$ cat config.mk
export PLATFORM = sky130hd
export DESIGN_NAME = jump_color_sequencer
export DESIGN_NICKNAME = d
export VERILOG_FILES = /design/src/rtl/qbert_pkg.sv /design/src/rtl/jump_cmd_fifo.sv /design/src/rtl/jump_color_sequencer.sv
export SDC_FILE = /design/constraint.sdc
export NUM_CORES = 1
export LEC_CHECK = 0
export CORE_MARGIN = 4
export CORE_UTILIZATION = 25
export CTS_CLUSTER_SIZE = 28
export DETAILED_ROUTE_END_ITERATION = 7
export SLEW_MARGIN = 25
export SYNTH_ARGS = -nofsm -noshare
export SYNTH_HDL_FRONTEND = slang
export SYNTH_HIERARCHICAL = 1
export SYNTH_SLANG_ARGS = --single-unit
$ cat constraint.sdc
create_clock -name CLK_33 -period 2.5 [get_ports CLK_33]
set_input_delay 0.625 -clock CLK_33 [delete_from_list [all_inputs] [get_ports CLK_33]]
set_output_delay 0.625 -clock CLK_33 [all_outputs]
set_load 0.02 [all_outputs]
$ cat src/rtl/qbert_pkg.sv
// qbert_pkg: definitions shared by the jump colour sequencer and its command queue.
//   seq_state_t    : sequencer FSM state encoding, also exported on the state_dbg port
//   JMP_UR..JMP_DL : the four legal jump direction codes
//   is_legal_jump  : true for codes 1..4; 0 and 5..7 are illegal
package qbert_pkg;

    typedef enum logic [2:0] {
        IDLE       = 3'd0,
        ISSUE      = 3'd1,
        WAIT_MOVE  = 3'd2,
        SETTLE     = 3'd3,
        UPDATE     = 3'd4,
        LEVEL_DONE = 3'd5,
        KO         = 3'd6
    } seq_state_t;

    localparam logic [2:0] JMP_UR = 3'd1;
    localparam logic [2:0] JMP_UL = 3'd2;
    localparam logic [2:0] JMP_DR = 3'd3;
    localparam logic [2:0] JMP_DL = 3'd4;

    function automatic logic is_legal_jump(input logic [2:0] code);
        return (code >= JMP_UR) && (code <= JMP_DL);
    endfunction

endpackage

$ cat src/rtl/jump_cmd_fifo.sv
// jump_cmd_fifo: small synchronous FIFO that holds queued jump codes.
// Ports:
//   clk, reset       : rising-edge clock, synchronous active-high reset
//   push / wr_data   : write strobe and data; ignored while full
//   pop  / rd_data   : read strobe; rd_data always shows the oldest entry (show-ahead)
//   flush            : empties the queue; wins over a same-cycle push or pop
//   full / empty     : decoded from the registered occupancy count
// DEPTH must be a power of two (>= 2) so the pointers wrap naturally.
module jump_cmd_fifo #(
    parameter int WIDTH = 3,
    parameter int DEPTH = 4
) (
    input  logic             clk,
    input  logic             reset,
    input  logic             push,
    input  logic [WIDTH-1:0] wr_data,
    input  logic             pop,
    output logic [WIDTH-1:0] rd_data,
    input  logic             flush,
    output logic             full,
    output logic             empty
);

    localparam int AW = (DEPTH > 1) ? $clog2(DEPTH) : 1;

    logic [WIDTH-1:0] mem_q [DEPTH];
    logic [WIDTH-1:0] mem_d [DEPTH];
    logic [AW-1:0]    wr_ptr_q, wr_ptr_d;
    logic [AW-1:0]    rd_ptr_q, rd_ptr_d;
    logic [AW:0]      count_q, count_d;
    logic             do_push, do_pop;

    assign full    = (count_q == (AW+1)'(DEPTH));
    assign empty   = (count_q == '0);
    assign rd_data = mem_q[rd_ptr_q];
    assign do_push = push && !full;
    assign do_pop  = pop && !empty;

    always_comb begin
        mem_d    = mem_q;
        wr_ptr_d = wr_ptr_q;
        rd_ptr_d = rd_ptr_q;
        count_d  = count_q;
        if (flush) begin
            wr_ptr_d = '0;
            rd_ptr_d = '0;
            count_d  = '0;
        end else begin
            if (do_push) begin
                mem_d[wr_ptr_q] = wr_data;
                wr_ptr_d        = wr_ptr_q + AW'(1);
            end
            if (do_pop) begin
                rd_ptr_d = rd_ptr_q + AW'(1);
            end
            // Simultaneous push and pop leave the occupancy unchanged.
            case ({do_push, do_pop})
                2'b10:   count_d = count_q + (AW+1)'(1);
                2'b01:   count_d = count_q - (AW+1)'(1);
                default: count_d = count_q;
            endcase
        end
    end

    always_ff @(posedge clk) begin
        if (reset) begin
            wr_ptr_q <= '0;
            rd_ptr_q <= '0;
            count_q  <= '0;
        end else begin
            wr_ptr_q <= wr_ptr_d;
            rd_ptr_q <= rd_ptr_d;
            count_q  <= count_d;
        end
    end

    // Storage needs no reset: an entry is only read after it was written.
    always_ff @(posedge clk) begin
        mem_q <= mem_d;
    end

endmodule

$ cat src/rtl/jump_color_sequencer.sv
// jump_color_sequencer: queues NIOS jump commands, issues them one at a time to the
// qbert movement layer, waits for the landing and colours the cube that was hit.
// Build option: define COLOR_TOGGLE_EN to make a landing invert the cube colour bit;
// by default a landing sets the bit and it stays set until restart.
// Ports:
//   CLK_33, reset            : sole clock, synchronous active-high reset
//   cmd_valid/cmd_jump       : jump command offer; cmd_ready = queue not full
//   pause                    : holds off issuing new jumps (does not abort one in flight)
//   restart                  : one-cycle pulse, flushes queue, clears colours, back to IDLE
//   done_move, KO_qb         : landing level and fall/hit indication from the qbert layer
//   position_qb              : per-cube hit flags sampled in UPDATE
//   e_start_qb, e_jump_qb    : jump start pulse and the code being executed
//   e_color_state            : per-cube colour bits
//   level_done, ko_flag      : all cubes coloured / halted on KO or timeout
//   jump_count               : landing counter (wraps, kept across restart)
//   state_dbg                : current FSM state
// Handshake: a command is taken on a rising CLK_33 edge where cmd_valid && cmd_ready
// and the code is legal; illegal codes and any offer made while in KO are dropped
// silently, and cmd_valid need not be held after the accepting edge.
module jump_color_sequencer
    import qbert_pkg::*;
#(
    parameter int N_cube     = 3,
    parameter int FIFO_DEPTH = 4,
    parameter int SETTLE_CYC = 2,
    parameter int TIMEOUT    = 2**24
) (
    input  logic              CLK_33,
    input  logic              reset,
    input  logic              cmd_valid,
    input  logic [2:0]        cmd_jump,
    output logic              cmd_ready,
    input  logic              pause,
    input  logic              restart,
    input  logic              done_move,
    input  logic [3:0]        KO_qb,
    input  logic [N_cube-1:0] position_qb,
    output logic              e_start_qb,
    output logic [2:0]        e_jump_qb,
    output logic [N_cube-1:0] e_color_state,
    output logic              level_done,
    output logic              ko_flag,
    output logic [15:0]       jump_count,
    output seq_state_t        state_dbg
);

    localparam int IW = (N_cube > 1) ? $clog2(N_cube) : 1;

    seq_state_t        state_q, state_d;
    logic [2:0]        e_jump_q, e_jump_d;
    logic [N_cube-1:0] color_q, color_d;
    logic [15:0]       jump_cnt_q, jump_cnt_d;
    logic [31:0]       wait_cnt_q, wait_cnt_d;
    logic [31:0]       settle_cnt_q, settle_cnt_d;
    logic              done_prev_q;

    logic              fifo_push, fifo_pop, fifo_flush, fifo_full, fifo_empty;
    logic [2:0]        fifo_rdata;
    logic              done_rise;
    logic              hit_found;
    logic [IW-1:0]     hit_idx;

    jump_cmd_fifo #(
        .WIDTH (3),
        .DEPTH (FIFO_DEPTH)
    ) u_fifo (
        .clk     (CLK_33),
        .reset   (reset),
        .push    (fifo_push),
        .wr_data (cmd_jump),
        .pop     (fifo_pop),
        .rd_data (fifo_rdata),
        .flush   (fifo_flush),
        .full    (fifo_full),
        .empty   (fifo_empty)
    );

    assign cmd_ready  = !fifo_full;
    assign fifo_push  = cmd_valid && is_legal_jump(cmd_jump) && (state_q != KO) && !restart;
    // Flushing on the KO entry edge as well keeps a same-cycle push out of the queue.
    assign fifo_flush = restart || (state_q == KO) || (state_d == KO);
    assign done_rise  = done_move && !done_prev_q;

    // Lowest set index of position_qb wins when several flags are up.
    always_comb begin
        hit_found = 1'b0;
        hit_idx   = '0;
        for (int i = N_cube - 1; i >= 0; i--) begin
            if (position_qb[i]) begin
                hit_found = 1'b1;
                hit_idx   = IW'(i);
            end
        end
    end

    always_comb begin
        state_d      = state_q;
        e_jump_d     = e_jump_q;
        color_d      = color_q;
        jump_cnt_d   = jump_cnt_q;
        wait_cnt_d   = wait_cnt_q;
        settle_cnt_d = settle_cnt_q;
        fifo_pop     = 1'b0;
        if (restart) begin
            state_d      = IDLE;
            color_d      = '0;
            wait_cnt_d   = '0;
            settle_cnt_d = '0;
        end else begin
            case (state_q)
                IDLE: begin
                    if (!fifo_empty && !pause) begin
                        fifo_pop = 1'b1;
                        e_jump_d = fifo_rdata;
                        state_d  = ISSUE;
                    end
                end
                ISSUE: begin
                    wait_cnt_d = '0;
                    state_d    = WAIT_MOVE;
                end
                WAIT_MOVE: begin
                    wait_cnt_d = wait_cnt_q + 32'd1;
                    if (KO_qb != 4'd0) begin
                        state_d = KO;
                    end else if (wait_cnt_q >= 32'(TIMEOUT - 1)) begin
                        state_d = KO;
                    end else if (done_rise) begin
                        settle_cnt_d = '0;
                        state_d      = (SETTLE_CYC == 0) ? UPDATE : SETTLE;
                    end
                end
                SETTLE: begin
                    settle_cnt_d = settle_cnt_q + 32'd1;
                    if (settle_cnt_q >= 32'(SETTLE_CYC - 1)) begin
                        state_d = UPDATE;
                    end
                end
                UPDATE: begin
                    if (!hit_found) begin
                        state_d = KO;
                    end else begin
`ifdef COLOR_TOGGLE_EN
                        color_d[hit_idx] = ~color_q[hit_idx];
`else
                        color_d[hit_idx] = 1'b1;
`endif
                        jump_cnt_d = jump_cnt_q + 16'd1;
                        state_d    = (&color_d) ? LEVEL_DONE : IDLE;
                    end
                end
                LEVEL_DONE: state_d = LEVEL_DONE;
                KO:         state_d = KO;
                default:    state_d = IDLE;
            endcase
        end
    end

    always_ff @(posedge CLK_33) begin
        if (reset) begin
            state_q      <= IDLE;
            e_jump_q     <= '0;
            color_q      <= '0;
            jump_cnt_q   <= '0;
            wait_cnt_q   <= '0;
            settle_cnt_q <= '0;
            done_prev_q  <= 1'b0;
        end else begin
            state_q      <= state_d;
            e_jump_q     <= e_jump_d;
            color_q      <= color_d;
            jump_cnt_q   <= jump_cnt_d;
            wait_cnt_q   <= wait_cnt_d;
            settle_cnt_q <= settle_cnt_d;
            done_prev_q  <= done_move;
        end
    end

    assign e_start_qb    = (state_q == ISSUE);
    assign e_jump_qb     = e_jump_q;
    assign e_color_state = color_q;
    assign level_done    = (state_q == LEVEL_DONE);
    assign ko_flag       = (state_q == KO);
    assign jump_count    = jump_cnt_q;
    assign state_dbg     = state_q;

endmodule

==> impl_metrics.tcl, run 1 <==
set metrics [dict create \
    yosys.cell_types.count 66 \
    design.final.nets 837 \
    fin_crit_ns 2.40 \
    synthesis.area_sq_mm 0.00602 \
    maxCapViolations 0 \
    syn_to_final_growth_pct 31.1 \
    setup_repair_after_global_routing_missed_its_margin "yes" \
    cp_slowest_cell "sky130_fd_sc_hd__or4b_4" \
    max-slew-margin-rel_pct 54.2 \
    cellPowerDensity_mw_per_mm2 433 \
    final.fill_count 2482 \
    die_area_sq_mm 0.0266 \
    worst-endpoint-arrival_ns 2.70 \
    critical_path.reg2reg.startpoint "settle_cnt_q[0]" \
    synth_sequential_area_ratio_pct 38.2 \
    start_util_pct 25.5 \
    dr.first_iter.drc_count 401 \
    finalHoldViolCount 0 \
    max-vdd-ir-drop_uv 296 \
    cts_max_level 3 \
    die_wd_microns 163 \
    leakage_nw 2.55 \
    fin_util_pct 33.4 \
    drt-wirelength-per-cell_microns 13.1 \
    worstHoldStart "e_jump_qb[2]" \
    drc_violations_left 0 \
    grt_util_overall_pct 11.3 \
    cts.sink_count 109 \
    die_height_microns 163 \
    place.detailed.instances 1114 \
    achievable_freq_mhz 416 \
    postSynthNetCount 729 \
    timing.critical_path.from "KO_qb[3]" \
    grt_overflow_total 0 \
    worstReg2RegEnd "u_fifo/rd_ptr_q[0]" \
    avgSynthCellArea_sq_um 8.58 \
    place.port_buffers 44 \
    antenna_violating_nets_post_route 0 \
    clock-root-buffer "sky130_fd_sc_hd__clkbuf_16" \
    vias 5454 \
    routability_driven_placement_congestion_ratio 0.796 \
    cp_max_fo 2 \
    run_status "complete, no violations" \
    final_report_setup_violation_count 0 \
    timing.clock.skew_ns 0.0106 \
    r2r_setup_slack_ns 0.11 \
    drv_slew 0 \
    crit_path_launch_type "input port" \
    timing_worst_setup_path_type "in -> reg" \
    wire_length_of_the_first_global_routing_pass_microns 25100 \
    synth-seq-cells 109 \
    layout-drive-gt1-share_pct 22.3 \
    worst-endpoint-required_ns 2.80 \
    worst-slew-pin-transition_ns 0.688 \
    grt_start_max_net_pins 64 \
    asyncSetResetFlopFracSynth_pct 0 \
    cts_made_buffers 9 \
    most-common-layout-cells "93 x sky130_fd_sc_hd__dfxtp_1, 93 x sky130_fd_sc_hd__buf_4, 67 x sky130_fd_sc_hd__nand3_1" \
    clkLatencyLatePin_ns 0.36 \
    setup.worst_path.end "u_fifo/rd_ptr_q[0]" \
    tritoncts "yes" \
    grt_antenna_before_repair 0 \
    worst_setup_path_end_kind "flip-flop" \
    finalWirelength_microns 14900 \
    antenna_cells 0 \
    total_negative_slack_ns 0 \
    cts_max_path_buffers 2 \
    timing.hold.worst.class "reg -> reg" \
    syn-instance-count 702 \
    crit_path_max_incr_delay_ns 0.48 \
    placeableCoreArea_sq_mm 0.0236 \
    layout_worst_path_cycle_share_pct 96.2 \
    design.portCount 45 \
    dpl_hpwl_microns 10400 \
    worst-r2r-cell-count 11 \
    yosysWarnings 6 \
    cp_common_cell "sky130_fd_sc_hd__o21ai_2" \
    clkSlewWorstSetupHoldPaths_ns 0.07 \
    synth_enable_flop_cells 12 \
    final_cells 1134 \
    grt_pass1_vias 5166 \
    detail_route.vias_per_cell 4.81 \
    drt_pass1_iterations 4 \
    synth_top_flop_cell "sky130_fd_sc_hd__dfxtp_1" \
    placementRows 56 \
    path_cells "clkdlybuf4s50_1 > nor4_2 > and3_4 > o21ai_2 > nor3_2 > o31ai_2 > or2_1 > or4b_4 > o21ai_2" \
]
power breakdown:
part	internal (mW)	leakage (nW)	switching, mW
Clock	0.792	0.145	0.713
Combinational	0.0668	1.51	0.0789
Sequential	1.77	0.892	0.00226
Total	2.62	2.55	0.794
logic make-up (layout without fill, tap and decap cells):
kind of cell               count (synthesis)  in the layout  synth area share [%]
AOI/OAI and AO/OA                        110            111                  12.4
xor gates and xnor gates                  17             17                  2.47
adders and majority gates                 11             11                  2.41
buffers and inverters                     65            177                  4.88
DFF                                      109            109                  38.2
muxes                                     44             44                  8.12
and+or+nand+nor                          346            346                  31.5
synth_stat cells (2+ instances only):
cell type                    n  area [sq um]
sky130_fd_sc_hd__nor2b_1     6          37.5
sky130_fd_sc_hd__o311ai_0    4          35.0
sky130_fd_sc_hd__a21boi_0    2          15.0
sky130_fd_sc_hd__buf_2       3          15.0
sky130_fd_sc_hd__or3_1       9          56.3
sky130_fd_sc_hd__nor3b_1     4          30.0
sky130_fd_sc_hd__and4_1      8          70.1
sky130_fd_sc_hd__buf_1       3          11.3
sky130_fd_sc_hd__nand3_1    67           335
sky130_fd_sc_hd__nor2_1     55           206
sky130_fd_sc_hd__clkbuf_1   26          97.6
sky130_fd_sc_hd__o21bai_1    2          15.0
sky130_fd_sc_hd__a21oi_2     9          78.8
sky130_fd_sc_hd__o211ai_1    8          60.1
sky130_fd_sc_hd__nor4b_1     2          17.5
sky130_fd_sc_hd__ha_1       10           125
sky130_fd_sc_hd__inv_1      23          86.3
sky130_fd_sc_hd__nand2_1    64           240
sky130_fd_sc_hd__nand4_1    20           125
sky130_fd_sc_hd__and2_1      9          56.3
sky130_fd_sc_hd__o21a_1      4          30.0
sky130_fd_sc_hd__a21oi_1    37           185
sky130_fd_sc_hd__a31oi_1     3          18.8
sky130_fd_sc_hd__nand3b_1   29           218
sky130_fd_sc_hd__xnor2_1    11          96.3
sky130_fd_sc_hd__dfxtp_1    97          1940
sky130_fd_sc_hd__nor3_1     14          70.1
sky130_fd_sc_hd__a211oi_1   11          82.6
sky130_fd_sc_hd__or2_2       5          31.3
sky130_fd_sc_hd__mux4_2      3          67.6
sky130_fd_sc_hd__buf_6       3          33.8
sky130_fd_sc_hd__a2111oi_0   7          61.3
sky130_fd_sc_hd__and3_1      8          50.1
sky130_fd_sc_hd__edfxtp_1   12           360
sky130_fd_sc_hd__nand2b_1    7          43.8
sky130_fd_sc_hd__mux2i_1    32           320
sky130_fd_sc_hd__nor4_1     22           138
sky130_fd_sc_hd__xor2_1      6          52.6
sky130_fd_sc_hd__or4_1       5          37.5
sky130_fd_sc_hd__mux2_2      9           101
sky130_fd_sc_hd__buf_4       6          45.0
sky130_fd_sc_hd__o21ai_0    13          65.1
critical path: cells and delay by family:
kind | cells | cell delay (ns)
simple gates | 5 | 1.42
buf+inv | 1 | 0.41
compound gates | 3 | 0.24
layout make-up:
class	count	area (sq um)	area share, %
clock buffers	9	225	2.85
multi-input cells	529	3610	45.8
clock inverters	7	83.8	1.06
inverters	23	86.3	1.09
well taps	319	399	5.05
repair buffers	138	1170	14.9
flip-flops and latches	109	2310	29.3
flip-flops by register name (all words and copies together), names as in the netlist:
signal / count
done_prev_q: 1
wait_cnt_q: 32
settle_cnt_q: 32
e_color_state: 3
jump_count: 16
e_jump_qb: 3
state_dbg: 3
u_fifo/mem_q: 12
u_fifo/wr_ptr_q: 2
u_fifo/rd_ptr_q: 2
u_fifo/count_q: 3
through the flow:
step	setup WS, ns	hold WS [ns]	power [mW]	instance area, sq um
6_report	0.0952	0.467	3.42	7900
5_1_grt	-0.0501	0.484	3.55	7900
4_1_cts	-0.0138	0.467	3.47	7750
3_5_place_dp	-0.548	0.456	1.95	7400
3_3_place_gp	-0.520	0.454	1.95	7400
2_1_floorplan	-0.0615	0.454	1.88	6080
worst min-delay path by stage:
stage / endpoint / slack, ns / cells past startpoint
5_1_grt: e_jump_qb[2] / 0.48 / 2
2_1_floorplan: settle_cnt_q[31] / 0.45 / 2
3_5_place_dp: e_jump_qb[2] / 0.46 / 2
4_1_cts: e_jump_qb[2] / 0.47 / 2
6_report: e_jump_qb[2] / 0.47 / 2
3_3_place_gp: e_jump_qb[2] / 0.45 / 2
metal layers:
metal	vias up	track usage (%)	wire, microns
met4	0	2.94	170
met1	2593	14.5	6770
li1	2788	-	-
met3	13	2.50	533
met5	-	0	0
met2	60	19.2	7410
what timing repair did:
item                                    CTS  global route
setup buffers                             0             3
cloned                                    0             1
pin swaps                                 4             9
hold buffers                              0             0
resized for setup                        18            31
endpoints found under the setup margin   33            33
hold endpoints to repair                  0             0
No activity file was read; power rests on OpenSTA's default activity.
==> inputs of run 2 (changes only) <==
- CORE_MARGIN: 4 -> default
==> impl_metrics.tcl, run 2 (synthesized netlist as in run 1, its figures left out) <==
set metrics [dict create \
    run_status "complete, no violations" \
    die_wd_microns 157 \
    drt_pass1_iterations 4 \
    min_delay_worst_endpoint "e_jump_qb[0]" \
    whs_ns 0.463 \
    layout_worst_path_cycle_share_pct 97.4 \
    worstReg2RegEnd "u_fifo/rd_ptr_q[0]" \
    stdcell_area_sq_mm 0.00775 \
    cts_made_buffers 9 \
    crit_path_launch_type "input port" \
    max-slew-margin-rel_pct 53.8 \
    final_report_setup_violation_count 0 \
    dpl_hpwl_microns 10400 \
    leakage_nw 2.51 \
    maxCapViolations 0 \
    grt_antenna_before_repair 0 \
    cellPowerDensity_mw_per_mm2 440 \
    achievable_freq_mhz 411 \
    layout-drive-gt1-share_pct 19.5 \
    clkLatencyLatePin_ns 0.36 \
    grt_util_overall_pct 12.4 \
    worst-r2r-cell-count 11 \
    worstHoldStart "e_jump_qb[0]" \
    cts.sink_count 109 \
    timing.clock.skew_ns 0.00999 \
    fin_util_pct 32.9 \
    drt-wirelength-per-cell_microns 12.9 \
    drc_violations_left 0 \
    most-common-layout-cells "95 x sky130_fd_sc_hd__dfxtp_1, 84 x sky130_fd_sc_hd__buf_4, 67 x sky130_fd_sc_hd__nand3_1" \
    grt_overflow_total 0 \
    finalWirelength_microns 14500 \
    timing_worst_setup_path_type "in -> reg" \
    cp_slowest_cell "sky130_fd_sc_hd__or4b_4" \
    cpLargestDelayFamily "simple AND/OR/NAND/NOR gates" \
    path_cells "clkdlybuf4s50_1 > nor4_2 > and3_1 > o21ai_1 > nor3_1 > buf_4 > o31ai_4 > or2_1 > or4b_4 > o21ai_2" \
    clock-root-buffer "sky130_fd_sc_hd__clkbuf_16" \
    syn_to_final_growth_pct 28.7 \
    design.portCount 45 \
    worst_setup_path_end_kind "flip-flop" \
    total_negative_slack_ns 0 \
    worst-endpoint-arrival_ns 2.74 \
    place.port_buffers 44 \
    setup_repair_after_global_routing_missed_its_margin "yes" \
    fin_crit_ns 2.44 \
    vias 5377 \
    finalHoldViolCount 0 \
    dr.first_iter.drc_count 290 \
    placedInstanceArea_sq_mm 0.00735 \
    final.fill_count 2473 \
    cts_hold_buf 0 \
    final.setup.worst_slack_ns 0.0645 \
    crit_path_max_incr_delay_ns 0.48 \
    grt_pass1_vias 5143 \
    die_height_microns 157 \
    final_common_cell "sky130_fd_sc_hd__dfxtp_1" \
    max-vdd-ir-drop_uv 253 \
    placementRows 56 \
    placeableCoreArea_sq_mm 0.0235 \
    critPathBufInv 2 \
    routability_driven_placement_congestion_ratio 0.747 \
    grt_start_max_net_pins 43 \
    design.final.nets 829 \
    cts_max_level 3 \
    worst-slew-pin-transition_ns 0.693 \
    antenna_violating_nets_post_route 0 \
    dpl_ws_ns -0.424 \
    worst-endpoint-required_ns 2.80 \
    clkSlewWorstSetupHoldPaths_ns 0.09 \
    drv_slew 0 \
    tritoncts "yes" \
    hold_path_depth 2 \
    start_util_pct 25.6 \
    detail_route.vias_per_cell 4.78 \
    cp_max_fo 2 \
    critical_path.reg2reg.startpoint "settle_cnt_q[0]" \
    timing.hold.worst.class "reg -> reg" \
    die_area_sq_mm 0.0247 \
    cts_max_path_buffers 2 \
    r2r_setup_slack_ns 0.08 \
    antenna_cells 0 \
    wire_length_of_the_first_global_routing_pass_microns 24900 \
]
run 2: stage by stage:
stage,power [mW],instances
final,3.41,1126
after global routing,3.55,1126
after CTS,3.46,1123
after detailed placement,1.96,1107
after global placement,1.95,1107
after floorplan,1.88,702
run 2: layer usage:
layer | up-vias | share of wire (%) | GRT usage (%)
met4 | 0 | 1.6 | 4.44
met3 | 19 | 2.4 | 2.09
met2 | 54 | 48 | 21.0
met5 | - | 0 | 0
met1 | 2540 | 48 | 15.7
li1 | 2764 | - | -
run 2: worst max path at each step:
stage	from	depth (start not counted)	endpoint	slack, ns
final	KO_qb[0]	10	u_fifo/rd_ptr_q[0]	0.06
after global routing	KO_qb[0]	10	u_fifo/rd_ptr_q[0]	-0.09
after CTS	state_dbg[2]	4	level_done	-0.005
after detailed placement	position_qb[0]	9	u_fifo/rd_ptr_q[0]	-0.42
after global placement	KO_qb[1]	10	u_fifo/rd_ptr_q[0]	-0.43
after floorplan	state_dbg[1]	13	u_fifo/count_q[2]	-0.06
run 2: what timing repair did:
item / CTS / global route
setup endpoints to repair: 16 / 32
pin swaps: 0 / 5
resized for setup: 5 / 20
buffers inserted: 0 / 3
run 2: worst reg2reg max path, cell delays in order, from the launching register on:
cell	delay [ns]
sky130_fd_sc_hd__dfxtp_1	0.40
sky130_fd_sc_hd__inv_1	0.08
sky130_fd_sc_hd__ha_1	0.19
sky130_fd_sc_hd__nor4b_2	0.15
sky130_fd_sc_hd__nand4_1	0.12
sky130_fd_sc_hd__nor3_2	0.05
sky130_fd_sc_hd__buf_4	0.14
sky130_fd_sc_hd__o221ai_1	0.34
sky130_fd_sc_hd__o31ai_4	0.12
sky130_fd_sc_hd__or2_1	0.23
sky130_fd_sc_hd__or4b_4	0.48
sky130_fd_sc_hd__o21ai_2	0.06
run 2: power by group:
part | total [mW] | internal [mW] | switching [mW]
clock | 1.50 | 0.726 | 0.771
sequential | 1.77 | 1.77 | 0.00247
combinational | 0.149 | 0.0703 | 0.0784
run 2: layout make-up:
cell class	instances	area [sq um]	area share (%)
Clock buffer	9	225	2.90
Tap cell	319	399	5.15
Clock inverter	7	81.3	1.05
Sequential cell	109	2310	29.8
Inverter	23	86.3	1.11
Multi-Input combinational cell	528	3520	45.5
Timing Repair Buffer	131	1130	14.5
